--- src/rtl/bin_to_bcd_seq.sv ---
// Sequential binary-to-BCD converter (double-dabble, one bit per clock) with
// optional two's-complement input, sign flag and overflow error pattern.
module bin_to_bcd_seq #(
    parameter int N      = 6,
    parameter int DIGITS = 2,
    parameter int SIGNED = 0
) (
    input  logic                  clk,
    input  logic                  rst,
    input  logic                  in_valid,
    output logic                  in_ready,
    input  logic [N-1:0]          bin,
    output logic                  out_valid,
    output logic [4*DIGITS-1:0]   bcd,
    output logic                  neg,
    output logic                  ovf
);

    function automatic int unsigned dec_digits(input int unsigned n);
        logic [63:0] v;
        int unsigned d;
        v = (64'd1 << n) - 64'd1;
        d = 1;
        while (v > 64'd9) begin
            v = v / 64'd10;
            d++;
        end
        return d;
    endfunction

    function automatic logic [63:0] max_value(input int unsigned d);
        logic [63:0] v;
        v = 64'd1;
        for (int unsigned i = 0; i < d; i++) v = v * 64'd10;
        return v - 64'd1;
    endfunction

    // Accumulator covers the full N-bit range so no digit is lost before the overflow decision.
    localparam int unsigned ACC_DIGITS = dec_digits(N);
    localparam int unsigned ACCW       = 4 * ACC_DIGITS;
    localparam int unsigned OUTW       = 4 * DIGITS;
    localparam int unsigned EXTW       = (ACCW > OUTW) ? ACCW : OUTW;
    localparam logic [63:0] LIMIT      = max_value(DIGITS);
    localparam int unsigned CW         = $clog2(N + 1);
    localparam logic [CW-1:0] LAST     = CW'(N - 1);

    typedef enum logic {
        S_IDLE,
        S_CONV
    } state_t;

    state_t            r_state;
    state_t            w_state_next;
    logic              w_accept;
    logic              w_last;

    logic [ACCW-1:0]   r_acc;
    logic [N-1:0]      r_mag;
    logic [CW-1:0]     r_cnt;
    logic              r_neg_pend;
    logic              r_ovf_pend;
    logic [OUTW-1:0]   r_bcd;
    logic              r_neg;
    logic              r_ovf;
    logic              r_out_valid;

    logic              w_is_neg;
    logic [N-1:0]      w_mag;
    logic              w_ovf;
    logic [ACCW-1:0]   w_acc_adj;
    logic [ACCW-1:0]   w_acc_shift;
    logic [EXTW-1:0]   w_acc_ext;
    logic [OUTW-1:0]   w_bcd_final;

    always_ff @(posedge clk) begin
        if (rst) r_state <= S_IDLE;
        else     r_state <= w_state_next;
    end

    always_comb begin
        w_state_next = r_state;
        w_accept     = 1'b0;
        w_last       = 1'b0;
        case (r_state)
            S_IDLE: begin
                if (in_valid && !rst) begin
                    w_accept     = 1'b1;
                    w_state_next = S_CONV;
                end
            end
            S_CONV: begin
                if (r_cnt == LAST) begin
                    w_last       = 1'b1;
                    w_state_next = S_IDLE;
                end
            end
            default: w_state_next = S_IDLE;
        endcase
    end

    assign in_ready = (r_state == S_IDLE) && !rst;

    // -2^(N-1) negates to itself, which read as unsigned is the correct magnitude.
    assign w_is_neg = (SIGNED != 0) && bin[N-1];
    assign w_mag    = w_is_neg ? (~bin + N'(1)) : bin;
    assign w_ovf    = {{(64-N){1'b0}}, w_mag} > LIMIT;

    always_comb begin
        w_acc_adj = r_acc;
        for (int unsigned i = 0; i < ACC_DIGITS; i++) begin
            if (r_acc[4*i +: 4] >= 4'd5) w_acc_adj[4*i +: 4] = r_acc[4*i +: 4] + 4'd3;
        end
    end

    assign w_acc_shift = ACCW'({w_acc_adj, r_mag[N-1]});

    always_comb begin
        w_acc_ext              = '0;
        w_acc_ext[ACCW-1:0]    = w_acc_shift;
        w_bcd_final            = r_ovf_pend ? '1 : OUTW'(w_acc_ext);
    end

    always_ff @(posedge clk) begin
        if (rst) begin
            r_acc       <= '0;
            r_mag       <= '0;
            r_cnt       <= '0;
            r_neg_pend  <= 1'b0;
            r_ovf_pend  <= 1'b0;
            r_bcd       <= '0;
            r_neg       <= 1'b0;
            r_ovf       <= 1'b0;
            r_out_valid <= 1'b0;
        end else begin
            r_out_valid <= 1'b0;
            if (w_accept) begin
                r_acc      <= '0;
                r_mag      <= w_mag;
                r_cnt      <= '0;
                r_neg_pend <= w_is_neg;
                r_ovf_pend <= w_ovf;
            end else if (r_state == S_CONV) begin
                r_acc <= w_acc_shift;
                r_mag <= r_mag << 1;
                r_cnt <= r_cnt + CW'(1);
                if (w_last) begin
                    r_cnt       <= '0;
                    r_bcd       <= w_bcd_final;
                    r_neg       <= r_neg_pend;
                    r_ovf       <= r_ovf_pend;
                    r_out_valid <= 1'b1;
                end
            end
        end
    end

    assign out_valid = r_out_valid;
    assign bcd       = r_bcd;
    assign neg       = r_neg;
    assign ovf       = r_ovf;

endmodule

--- config.mk ---
export PLATFORM = sky130hd
export DESIGN_NAME = bin_to_bcd_seq
export DESIGN_NICKNAME = d
export VERILOG_FILES = /design/src/rtl/bin_to_bcd_seq.sv
export SDC_FILE = /design/constraint.sdc
export NUM_CORES = 1
export LEC_CHECK = 0
export ABC_AREA = 0
export ABC_CLOCK_PERIOD_IN_PS = 1400
export BUFFER_PORTS_ARGS = -buffer_cell sky130_fd_sc_hd__buf_2
export CAP_MARGIN = 20
export CORE_MARGIN = 10
export CORE_UTILIZATION = 30
export CTS_BUF_LIST = sky130_fd_sc_hd__clkbuf_4 sky130_fd_sc_hd__clkbuf_8 sky130_fd_sc_hd__clkbuf_16
export DETAILED_ROUTE_END_ITERATION = 8
export PLACE_DENSITY_LB_ADDON = 0.08
export SYNTH_ARGS = -nofsm -noshare
export SYNTH_HDL_FRONTEND = slang
export SYNTH_SLANG_ARGS = --single-unit
--- constraint.sdc ---
create_clock -name clk -period 1.4 [get_ports clk]
set_input_delay 0.14 -clock clk [delete_from_list [all_inputs] [get_ports clk]]
set_output_delay 0.14 -clock clk [all_outputs]
set_load 0.01 [all_outputs]
==> results of run 1 <==
flip-flops by register name, indices dropped and copies added, names as in the netlist:
signal / flops
bcd: 8
out_valid: 1
r_acc: 8
r_cnt: 3
r_mag: 6
r_state: 1
worst max-delay path, stage by stage, from the launching register on:
cell and delay, ns:
dfxtp_4 0.36, inv_1 0.09, ha_2 0.20, nand2b_1 0.08
a21oi_2 0.21, buf_4 0.14, a31oi_1 0.08, a21oi_1 0.12
metal layers:
metal / GRT usage (%) / wire length (um) / vias to the layer above / share of wire, %
li1: - / - / 565 / -
met1: 8.756 / 1389 / 512 / 49
met2: 13.45 / 1337 / 22 / 47
met3: 2.103 / 102 / 2 / 3.6
met4: 2.994 / 19 / 0 / 0.67
met5: 0 / 0 / - / 0
layout by cell type, fill, tap and decap left out, drive strengths merged:
cell / Yosys / layout
a21o: 2 / 2
o21ai: 12 / 12
inv: 9 / 9
conb: 1 / 2
nor3b: 2 / 2
a22o: 1 / 1
nor3: 5 / 5
ha: 6 / 6
a21oi: 17 / 17
and3: 1 / 1
clkbuf: 5 / 3
dfxtp: 27 / 27
a211oi: 1 / 1
clkinvlp: 0 / 1
and2: 1 / 1
mux2i: 9 / 9
xnor2: 2 / 2
nand3: 3 / 3
o22ai: 3 / 3
nor2: 17 / 17
or4: 1 / 1
nand2: 14 / 14
nor2b: 1 / 1
a21boi: 1 / 1
a31oi: 2 / 2
or2: 1 / 1
buf: 5 / 31
nand2b: 4 / 4
power groups by stage:
| stage | clock network, W | logic, W | registers (W) |
|---|---|---|---|
| 2_1_floorplan | 0 | 0.000112 | 0.000812 |
| 3_3_place_gp | 0 | 0.000144 | 0.000820 |
| 3_5_place_dp | 0 | 0.000150 | 0.000820 |
| 6_report | 0.000467 | 0.000160 | 0.000802 |
| 5_1_grt | 0.000534 | 0.000179 | 0.000806 |
| 4_1_cts | 0.000491 | 0.000157 | 0.000803 |
timing repair:
action,4_1_cts,5_1_grt
gates resized for setup,4,15
setup endpoints to repair,9,13
setup buffers,1,2
endpoints found under the hold margin,0,0
pin swaps,1,5
worst min-delay path by stage:
stage                        startpoint               endpoint  slack (ns)  depth (start not counted)
floorplan                        bin[0]  r_mag[0]$_SDFFE_PP0P_        0.34                          2
global placement    bcd[4]$_SDFFE_PP0P_    bcd[4]$_SDFFE_PP0P_        0.43                          2
detailed placement  bcd[5]$_SDFFE_PP0P_    bcd[5]$_SDFFE_PP0P_        0.44                          2
CTS                                 rst  r_mag[2]$_SDFFE_PP0P_        0.16                          2
global route                        rst  r_mag[2]$_SDFFE_PP0P_        0.17                          2
finish                           bin[0]  r_mag[0]$_SDFFE_PP0P_        0.17                          3
final cells by class:
| class | count | area, sq um |
|---|---|---|
| clock buffer | 3 | 41.29 |
| inverter | 9 | 36.28 |
| sequential | 27 | 549.3 |
| clock inverter | 1 | 7.507 |
| multi-input combinational | 108 | 689.4 |
| fill | 439 | 2451 |
| tap | 50 | 62.56 |
| timing repair buffer | 31 | 191.4 |
metrics by stage:
step,total power [W],TNS [ns]
after floorplan,0.0009242,0
after global placement,0.0009644,-0.005643
after detailed placement,0.0009703,-0.1479
after CTS,0.001451,0
after global routing,0.001519,-0.01072
final,0.001430,0
logic make-up (layout without fill, tap and decap cells):
kind of cell             after synthesis  count (layout)  synth area share (%)
AO/OA/AOI/OAI                         39              39                 17.34
XOR/XNOR                               2               2                 1.388
adder cells (fa/ha/maj)                6               6                 5.946
buffers and inverters                 19              44                 6.938
flip-flops                            27              27                 42.81
multiplexers                           9               9                 7.136
other                                  1               2                0.2970
AND/OR/NAND/NOR                       50              50                 18.14
==> summary.txt, run 1 <==
Routing
  – Total number of vias: 1101
  – DR vias/cell: 4.808
  – WL final: 2848 um
  – Drt pass-1 iters: 4
  – Antenna Violating Nets Remaining: 0
  – Routed length per instance: 12.44 um
  – DRT iter0 DRCs: 64
  – Drt drc: 0

Worst hold path
  – HP Class: input pin to flip-flop

STA
  – Final setup fails: 0
  – Final Cycle Share: 95.45%
  – Final Hold Viols: 0
  – Final WS setup: 0.06365 ns
  – Clock Skews: 0.007507 ns
  – Top achievable clock speed: around 750 MHz
  – Hold slack: between 0.15 and 0.2 ns
  – Final min period: 1.336 ns
  – Max Slew Vio Count: 0

Power
  – Pint: 0.001060 W
  – Power per Cell Area: 906.1 nW/um^2
  – Max VDD drop: 0.3234 mV
  – Flop pwr share: 56.1%
  – Combinational group share of total power: 11.2%
  – Sw power: approximately 0.00037 W
  – Leakage: 0.6505 nW
  – Sw Ratio: 25.88%
  – Clock share of power: 32.7%

Yosys
  – Number of synthesized flops with an enable pin: 0
  – Avg Inst Size Synth: 8.251 sq um
  – Ys async rst share: 0%
  – Dominant cell type by area after synthesis: dfxtp_1
  – Synth warn: 0
  – Cell area after synthesis: 1262 sq um
  – Yosys top cell area share: 42.81%
  – Largest cells by area after synthesis: dfxtp_1, mux2i_1, a21oi_1
  – Seq/Total Area, Yosys: 42.81%
  – Seq cells post-synth: 27
  – Count leader, synth: dfxtp_1
  – Synth unique cells: 30
  – Post-synth top flop: dfxtp_1
  – Gate count of the mapped netlist: 153
  – Top cells by count, synth: dfxtp_1, nor2_1, a21oi_1

Clocking
  – TritonCTS clock tree: built
  – CTS H-tree lvls: 1
  – Clock Latency Late Sink: 0.28 ns
  – Clock sink count: 27
  – Hold buffer count at CTS: 0
  – TritonCTS buffer count: 3
  – CTS root buf: clkbuf_8
  – Max clock buf depth: 2
  – Clk slew on worst S/H paths: 0.10 ns

Worst setup path
  – Worst setup startpoint: r_acc[0]$_SDFFE_PP0P_
  – WP data required: 1.62 ns
  – Setup CP Type: flip-flop to flip-flop
  – CP max FO: 3
  – Reg2Reg Launch Point: r_acc[0]$_SDFFE_PP0P_
  – Critical Path AT: 1.55 ns
  – Crit path capture: r_acc[2]$_SDFFE_PP0P_
  – Crit. End Element: flip-flop
  – Crit start category: flip-flop
  – R2R depth: 7
  – Crit Reg-Reg Endpoint: r_acc[2]$_SDFFE_PP0P_
  – Worst R2R Setup Slack: between 0.06 and 0.07 ns

Final layout
  – Final Non-Filler Cells: 229
  – Final Net Count: 195
  – Final Util: 39.16%
  – ANT cells: 0
  – Cell area after layout: ~1600 sq um
  – Layout cells sized above 1: 29.61%
  – Layout overhead on the synthesized area: 24.97%

Placed design
  – Pre-CTS WS: -0.03523 ns
  – Port buffer count: 18
  – DP Wirelength: 2129 um
  – Dpl cell area: 1443 sq um
  – RePlAce Congestion: 0.8066
  – DP Cell Count: 222

GRT
  – All-Layer GR Usage: approximately 7.7%
  – Initial antenna violation count: 0
  – Largest net degree at the start of global routing: 17
  – Total gr overflow: 0
  – First-pass GRT wire length: 4712 um
  – Vias in the first global route: 1066

Floorplan
  – Die ar.: 7203 sq um
  – Die height: roughly 85 um
  – Io pins: 21
  – Die X: ~85 um
  – Core Area: 4029 sq um
  – Initial Util: 31.34%
  – Row count: 23

Run status
  – Status: completed

Job
  – MaxCap Viol Count: 0
(Power assumes the default switching activity.)
==> run 2: changes to the inputs <==
Settings changed: MAX_ROUTING_LAYER set to met4, REMOVE_ABC_BUFFERS set to 1.
==> run 2 against run 1 <==
Net effect: hold slack better by 0.017 ns; combinational power barely moved; count of clock-buffer cells in the layout increased by 1; sequential share of layout area is 0.30 points higher; sequential power hardly changed; utilization shrank 0.68 points; register-to-register slack is essentially flat; final cell count decreased by 0.44%; clock power fell by 3%; clock skew decreased by 0.0048 ns; wire length down 4.3%; critical path type unchanged; critical endpoint is now r_acc[6]$_SDFFE_PP0P_; highest routed layer unchanged.
==> summary.txt, run 2 (synthesized netlist as in run 1, its figures left out) <==
Run status
  – Status: completed

Floorplan
  – Io pins: 21 (unchanged)
  – Initial Util: 31.34% (unchanged)
  – Die ar.: 7203 sq um (unchanged)
  – Die height: 84.87 um (unchanged)
  – Core Area: 4029 sq um (unchanged)
  – Die X: 84.87 um (unchanged)
  – Row count: 23 (unchanged)

Worst setup path
  – CP max stage cell: or4_1
  – Critical Path AT: 1.54 ns (about the same)
  – Reg2Reg Launch Point: r_acc[4]$_SDFFE_PP0P_
  – WP data required: 1.59 ns (-0.03 ns)
  – Worst path max stage delay: 0.40 ns (+0.04 ns)
  – Crit Reg-Reg Endpoint: r_acc[6]$_SDFFE_PP0P_
  – Setup CP Type: flip-flop to flip-flop
  – R2R depth: 5 (-2)
  – CP cell instances: inv_1 -> ha_1 -> nand2b_4 -> or4_1 -> a31oi_1
  – WP depth: 5 (-2)
  – CP bufs+invs: 1 (-1)
  – Crit start category: flip-flop
  – Crit. End Element: flip-flop
  – Worst R2R Setup Slack: 0.05 ns (about the same)
  – Kind of cell adding the most delay to the critical path: simple AND/OR/NAND/NOR gates
  – CP max FO: 3 (unchanged)

Power
  – Leakage: 0.6512 nW (+0.11%)
  – Flop pwr share: 56.6% (+0.5 points)
  – Clock share of power: 32.1% (-0.6 points)
  – Power per Cell Area: 915.7 nW/um^2 (+1.1%)
  – Sw Ratio: 23.76% (-2.1 points)
  – Sw power: 0.0003374 W (-8.8%)
  – Combinational group share of total power: 11.3% (about the same)
  – Pint: 0.001082 W (+2.1%)
  – Max VDD drop: 0.5237 mV (+62%)

Final layout
  – Final Net Count: 194 (-0.51%)
  – Cell area after layout: 1550 sq um (-1.7%)
  – Layout cells sized above 1: 25.28% (-4.3 points)
  – Most common cell after layout, fill and taps aside: dfxtp_1
  – ANT cells: 0 (unchanged)
  – Area of the multi-input gates: 670.6 sq um (-2.7%)
  – Filler Cells Inserted: 431 (-1.8%)
  – Layout overhead on the synthesized area: 22.80%
  – Reg area: 544.3 sq um (-0.91%)
  – Highest-count cells in the layout ignoring fill and taps: dfxtp_1, buf_2, nor2_1

STA
  – Clock Skews: 0.002693 ns (-0.004814 ns)
  – Final Hold Viols: 0 (unchanged)
  – Max Slew Vio Count: 0 (unchanged)
  – Top achievable clock speed: 741.8 MHz (-0.87%)
  – Final min period: 1.348 ns (+0.01175 ns)
  – Final setup fails: 0 (unchanged)
  – RSZ-0062 raised after global routing: true
  – Hold slack: 0.1823 ns (+0.01719 ns)
  – Final Cycle Share: 96.29% (+0.84 points)

Job
  – MaxCap Viol Count: 0 (unchanged)

Worst hold path
  – HP Class: input pin to flip-flop
  – HP Start: bin[0]
  – Hold Path End: r_mag[0]$_SDFFE_PP0P_
  – Worst Hold Depth: 3 (unchanged)

GRT
  – Largest net degree at the start of global routing: 22 (+5)
  – Initial antenna violation count: 0 (unchanged)
  – All-Layer GR Usage: 7.849% (+0.11 points)
  – First-pass GRT wire length: 4567 um (-3.1%)
  – Total gr overflow: 0 (unchanged)
  – Vias in the first global route: 1036 (-2.8%)

Routing
  – Drt pass-1 iters: 4 (unchanged)
  – DR vias/cell: 4.684 (-2.6%)
  – Routed length per instance: 11.95 um (-3.9%)
  – DRT iter0 DRCs: 37 (-42%)
  – WL final: 2725 um (-4.3%)
  – Drt drc: 0 (unchanged)
  – Antenna Violating Nets Remaining: 0 (unchanged)
  – Total number of vias: 1068 (-3.0%)

Placed design
  – Dpl cell area: 1450 sq um (+0.52%)
  – DP Wirelength: 2055 um (-3.4%)
  – RePlAce Congestion: 0.8217 (+1.9%)
  – Port buffer count: 18 (unchanged)

Clocking
  – Clock sink count: 27 (unchanged)
  – Clock Latency Late Sink: 0.26 ns (-0.02 ns)
  – TritonCTS buffer count: 3 (unchanged)
  – Clk slew on worst S/H paths: 0.09 ns (about the same)
  – CTS root buf: clkbuf_8
  – CTS H-tree lvls: 1 (unchanged)
  – Max clock buf depth: 2 (unchanged)
  – TritonCTS clock tree: built
  – Hold buffer count at CTS: 0 (unchanged)
==> run 2: stage by stage <==
step / instances / TNS [ns] / power (W) / utilization, % / setup WS (ns)
2_1_floorplan: 144 / -0.8540 / 0.0009052 / - / -0.2132
3_3_place_gp: 223 / 0 / 0.0009667 / 35.99 / 0.0009158
3_5_place_dp: 223 / -0.04775 / 0.0009708 / 35.99 / -0.02469
4_1_cts: 227 / 0 / 0.001444 / 37.76 / 0.02032
5_1_grt: 228 / -0.1243 / 0.001498 / 38.48 / -0.04291
6_report: 228 / 0 / 0.001420 / 38.48 / 0.05190
==> run 2: routing by layer <==
layer  GRT usage (%)  wire (um)  vias to the layer above
met3           2.772        106                        4
met1           8.557       1296                      479
met4           2.246         35                        0
li1                -          -                      568
met5               -          0                        -
met2           13.18       1287                       17
==> run 2: how the worst max path moves through the flow <==
stage / startpoint / endpoint
5_1_grt: r_acc[0]$_SDFFE_PP0P_ / r_acc[4]$_SDFFE_PP0P_
6_report: r_acc[4]$_SDFFE_PP0P_ / r_acc[6]$_SDFFE_PP0P_
3_3_place_gp: r_acc[5]$_SDFFE_PP0P_ / r_acc[5]$_SDFFE_PP0P_
3_5_place_dp: r_acc[5]$_SDFFE_PP0P_ / bcd[6]$_SDFFE_PP0P_
2_1_floorplan: r_state$_SDFF_PP0_ / r_acc[6]$_SDFFE_PP0P_
4_1_cts: r_cnt[1]$_SDFFE_PP0P_ / bcd[4]$_SDFFE_PP0P_
==> run 2: power by group through the flow <==
stage	sequential (W)	combinational, W	clock [W]
finish	0.000803	0.000161	0.000455
global route	0.000806	0.000183	0.000508
CTS	0.000802	0.000158	0.000484
detailed placement	0.000820	0.000151	0
global placement	0.000819	0.000147	0
floorplan	0.000825	0.0000800	0
==> run 2: cell type report <==
cell class	instances	area share (%)
well taps	50	4.036
multi-input cells	108	43.26
flip-flops and latches	27	35.11
inverters	9	2.341
clock buffers	4	3.148
repair buffers	30	12.11
==> run 2: worst register-to-register path, stage by stage (launching register included) <==
cell and delay, ns:
dfxtp_1 0.33, inv_1 0.09, ha_1 0.22, nand2b_4 0.08, or4_1 0.40, a31oi_1 0.15
==> run 2: timing repair <==
item / 4_1_cts / 5_1_grt
setup endpoints to repair: 10 / 13
pin swaps: 1 / 3
setup buffers: 0 / 1
gates resized for setup: 4 / 9
==> run 3: changes to the inputs <==
Settings changed: REMOVE_ABC_BUFFERS 1 to not set.
==> run 3 against run 2 <==
Net effect: first-iteration DRC count grew 73%; critical endpoint is now r_acc[2]$_SDFFE_PP0P_; sequential power is essentially flat; final cell count is 0.44% higher; register-to-register slack about the same; critical path depth is 2 higher; via count increased by 3.2%; utilization grew 0.68 points; count of clock-buffer cells in the layout shrank 1; cell area is 1.8% higher; sequential share of layout area is 0.30 points lower; total power grew 0.71%; sequential cell count unchanged.
==> summary.txt, run 3 (synthesized netlist as in run 1, its figures left out) <==
Run status
  – Status: completed

Placed design
  – DP Wirelength: 2129 um (+3.6%)
  – RePlAce Congestion: 0.8183 (-0.41%)
  – DP Cell Count: 222 (-0.45%)
  – Port buffer count: 18 (unchanged)

GRT
  – Largest net degree at the start of global routing: 17 (-23%)
  – First-pass GRT wire length: 4705 um (+3.0%)
  – Vias in the first global route: 1067 (+3.0%)
  – Initial antenna violation count: 0 (unchanged)
  – Total gr overflow: 0 (unchanged)
  – All-Layer GR Usage: 7.961% (+0.11 points)

Worst setup path
  – Worst setup startpoint: r_acc[0]$_SDFFE_PP0P_
  – Crit start category: flip-flop
  – Setup CP Type: flip-flop to flip-flop
  – Worst R2R Setup Slack: 0.06 ns (about the same)
  – R2R depth: 7 (+2)
  – WP data required: 1.62 ns (+0.03 ns)
  – CP cell instances: inv_1 -> ha_2 -> nand2b_1 -> a21oi_2 -> buf_4 -> a31oi_1 -> a21oi_1
  – CP max FO: 3 (unchanged)
  – WP depth: 7 (+2)
  – Kind of cell adding the most delay to the critical path: compound AO/OA/AOI/OAI gates
  – Crit Reg-Reg Endpoint: r_acc[2]$_SDFFE_PP0P_
  – Crit. End Element: flip-flop
  – CP bufs+invs: 2 (+1)
  – Critical Path AT: 1.55 ns (about the same)
  – CP max stage cell: dfxtp_4
  – Worst path max stage delay: 0.36 ns (-0.04 ns)
  – Crit path capture: r_acc[2]$_SDFFE_PP0P_
  – Reg2Reg Launch Point: r_acc[0]$_SDFFE_PP0P_

Final layout
  – ANT cells: 0 (unchanged)
  – Final Util: 39.16% (+0.68 points)
  – Layout cells sized above 1: 29.61% (+4.3 points)
  – Final Non-Filler Cells: 229 (+0.44%)
  – Highest-count cells in the layout ignoring fill and taps: dfxtp_1, buf_2, nor2_1
  – Layout overhead on the synthesized area: 24.97%
  – Most common cell after layout, fill and taps aside: dfxtp_1
  – Final Net Count: 195 (+0.52%)

Routing
  – Total number of vias: 1102 (+3.2%)
  – DR vias/cell: 4.812 (+2.7%)
  – Drt drc: 0 (unchanged)
  – DRT iter0 DRCs: 64 (+73%)
  – Routed length per instance: 12.42 um (+3.9%)
  – WL final: 2845 um (+4.4%)
  – Antenna Violating Nets Remaining: 0 (unchanged)
  – Drt pass-1 iters: 4 (unchanged)

Clocking
  – Clock sink count: 27 (unchanged)
  – Max clock buf depth: 2 (unchanged)
  – CTS H-tree lvls: 1 (unchanged)
  – TritonCTS buffer count: 3 (unchanged)
  – Clk slew on worst S/H paths: 0.10 ns (about the same)
  – Clock Latency Late Sink: 0.28 ns (+0.02 ns)
  – TritonCTS clock tree: built
  – Hold buffer count at CTS: 0 (unchanged)
  – CTS root buf: clkbuf_8

Floorplan
  – Row count: 23 (unchanged)
  – Core Area: 4029 sq um (unchanged)
  – Die X: 84.87 um (unchanged)
  – Io pins: 21 (unchanged)
  – Die ar.: 7203 sq um (unchanged)
  – Die height: 84.87 um (unchanged)
  – Initial Util: 31.34% (unchanged)

Power
  – Max VDD drop: 0.3234 mV (-38%)
  – Pwr Total: 0.001430 W (+0.71%)
  – Power per Cell Area: 906.1 nW/um^2 (-1.0%)
  – Leakage: 0.6505 nW (-0.11%)

STA
  – Final setup fails: 0 (unchanged)
  – Final Cycle Share: 95.43% (-0.86 points)
  – Final min period: 1.336 ns (-0.01210 ns)
  – Hold slack: 0.1649 ns (-0.01742 ns)
  – Top achievable clock speed: 748.5 MHz (+0.91%)
  – Max Slew Vio Count: 0 (unchanged)
  – Final Hold Viols: 0 (unchanged)
  – Clock Skews: 0.007553 ns (+0.004860 ns)

Worst hold path
  – Worst Hold Depth: 3 (unchanged)
  – HP Class: input pin to flip-flop

Job
  – MaxCap Viol Count: 0 (unchanged)
[run 3: tightest hold or removal path: stages]
cell     delay (ns)
buf_2          0.08
mux2i_1        0.06
nor3_1         0.12
[run 3: report_power, final]
part	total (W)	internal, W	switching [W]	leakage [nW]
Sequential	0.000802	0.000785	0.0000167	0.222
Clock	0.000467	0.000202	0.000265	0.0217
Combinational	0.000161	0.0000721	0.0000884	0.407
[run 3: area by class of cell]
type / instances / area [sq um]
Inverter: 9 / 36.28
Clock buffer: 3 / 41.29
Fill cell: 439 / 2451
Multi-Input combinational cell: 108 / 689.4
Sequential cell: 27 / 549.3
Clock inverter: 1 / 7.507
Tap cell: 50 / 62.56
Timing Repair Buffer: 31 / 191.4
[run 3: metal layers]
metal / GRT usage, % / routed length [um] / vias up
li1: - / - / 565
met1: 8.756 / 1394 / 515
met2: 13.45 / 1354 / 22
met3: 2.103 / 97 / 0
met4: 2.994 / 0 / 0
met5: - / 0 / -
[run 3: worst min-delay path by stage]
stage | from | to | slack, ns
detailed placement | bcd[5]$_SDFFE_PP0P_ | bcd[5]$_SDFFE_PP0P_ | 0.44
global route | rst | r_mag[2]$_SDFFE_PP0P_ | 0.17
global placement | bcd[4]$_SDFFE_PP0P_ | bcd[4]$_SDFFE_PP0P_ | 0.43
finish | bin[0] | r_mag[0]$_SDFFE_PP0P_ | 0.16
floorplan | bin[0] | r_mag[0]$_SDFFE_PP0P_ | 0.34
CTS | rst | r_mag[2]$_SDFFE_PP0P_ | 0.16
[run 3: through the flow]
stage | worst slack [ns] | instance area, sq um | setup TNS [ns]
floorplan | 0.02194 | 1266 | 0
global placement | -0.005643 | 1443 | -0.005643
detailed placement | -0.03523 | 1443 | -0.1479
CTS | 0.01611 | 1515 | 0
global route | -0.006695 | 1578 | -0.01072
finish | 0.06399 | 1578 | 0
[run 3: timing repair]
action                     in CTS  in global routing
pin swaps                       1                  5
setup endpoints to repair       9                 13
setup buffers                   1                  2
resized for setup               4                 15
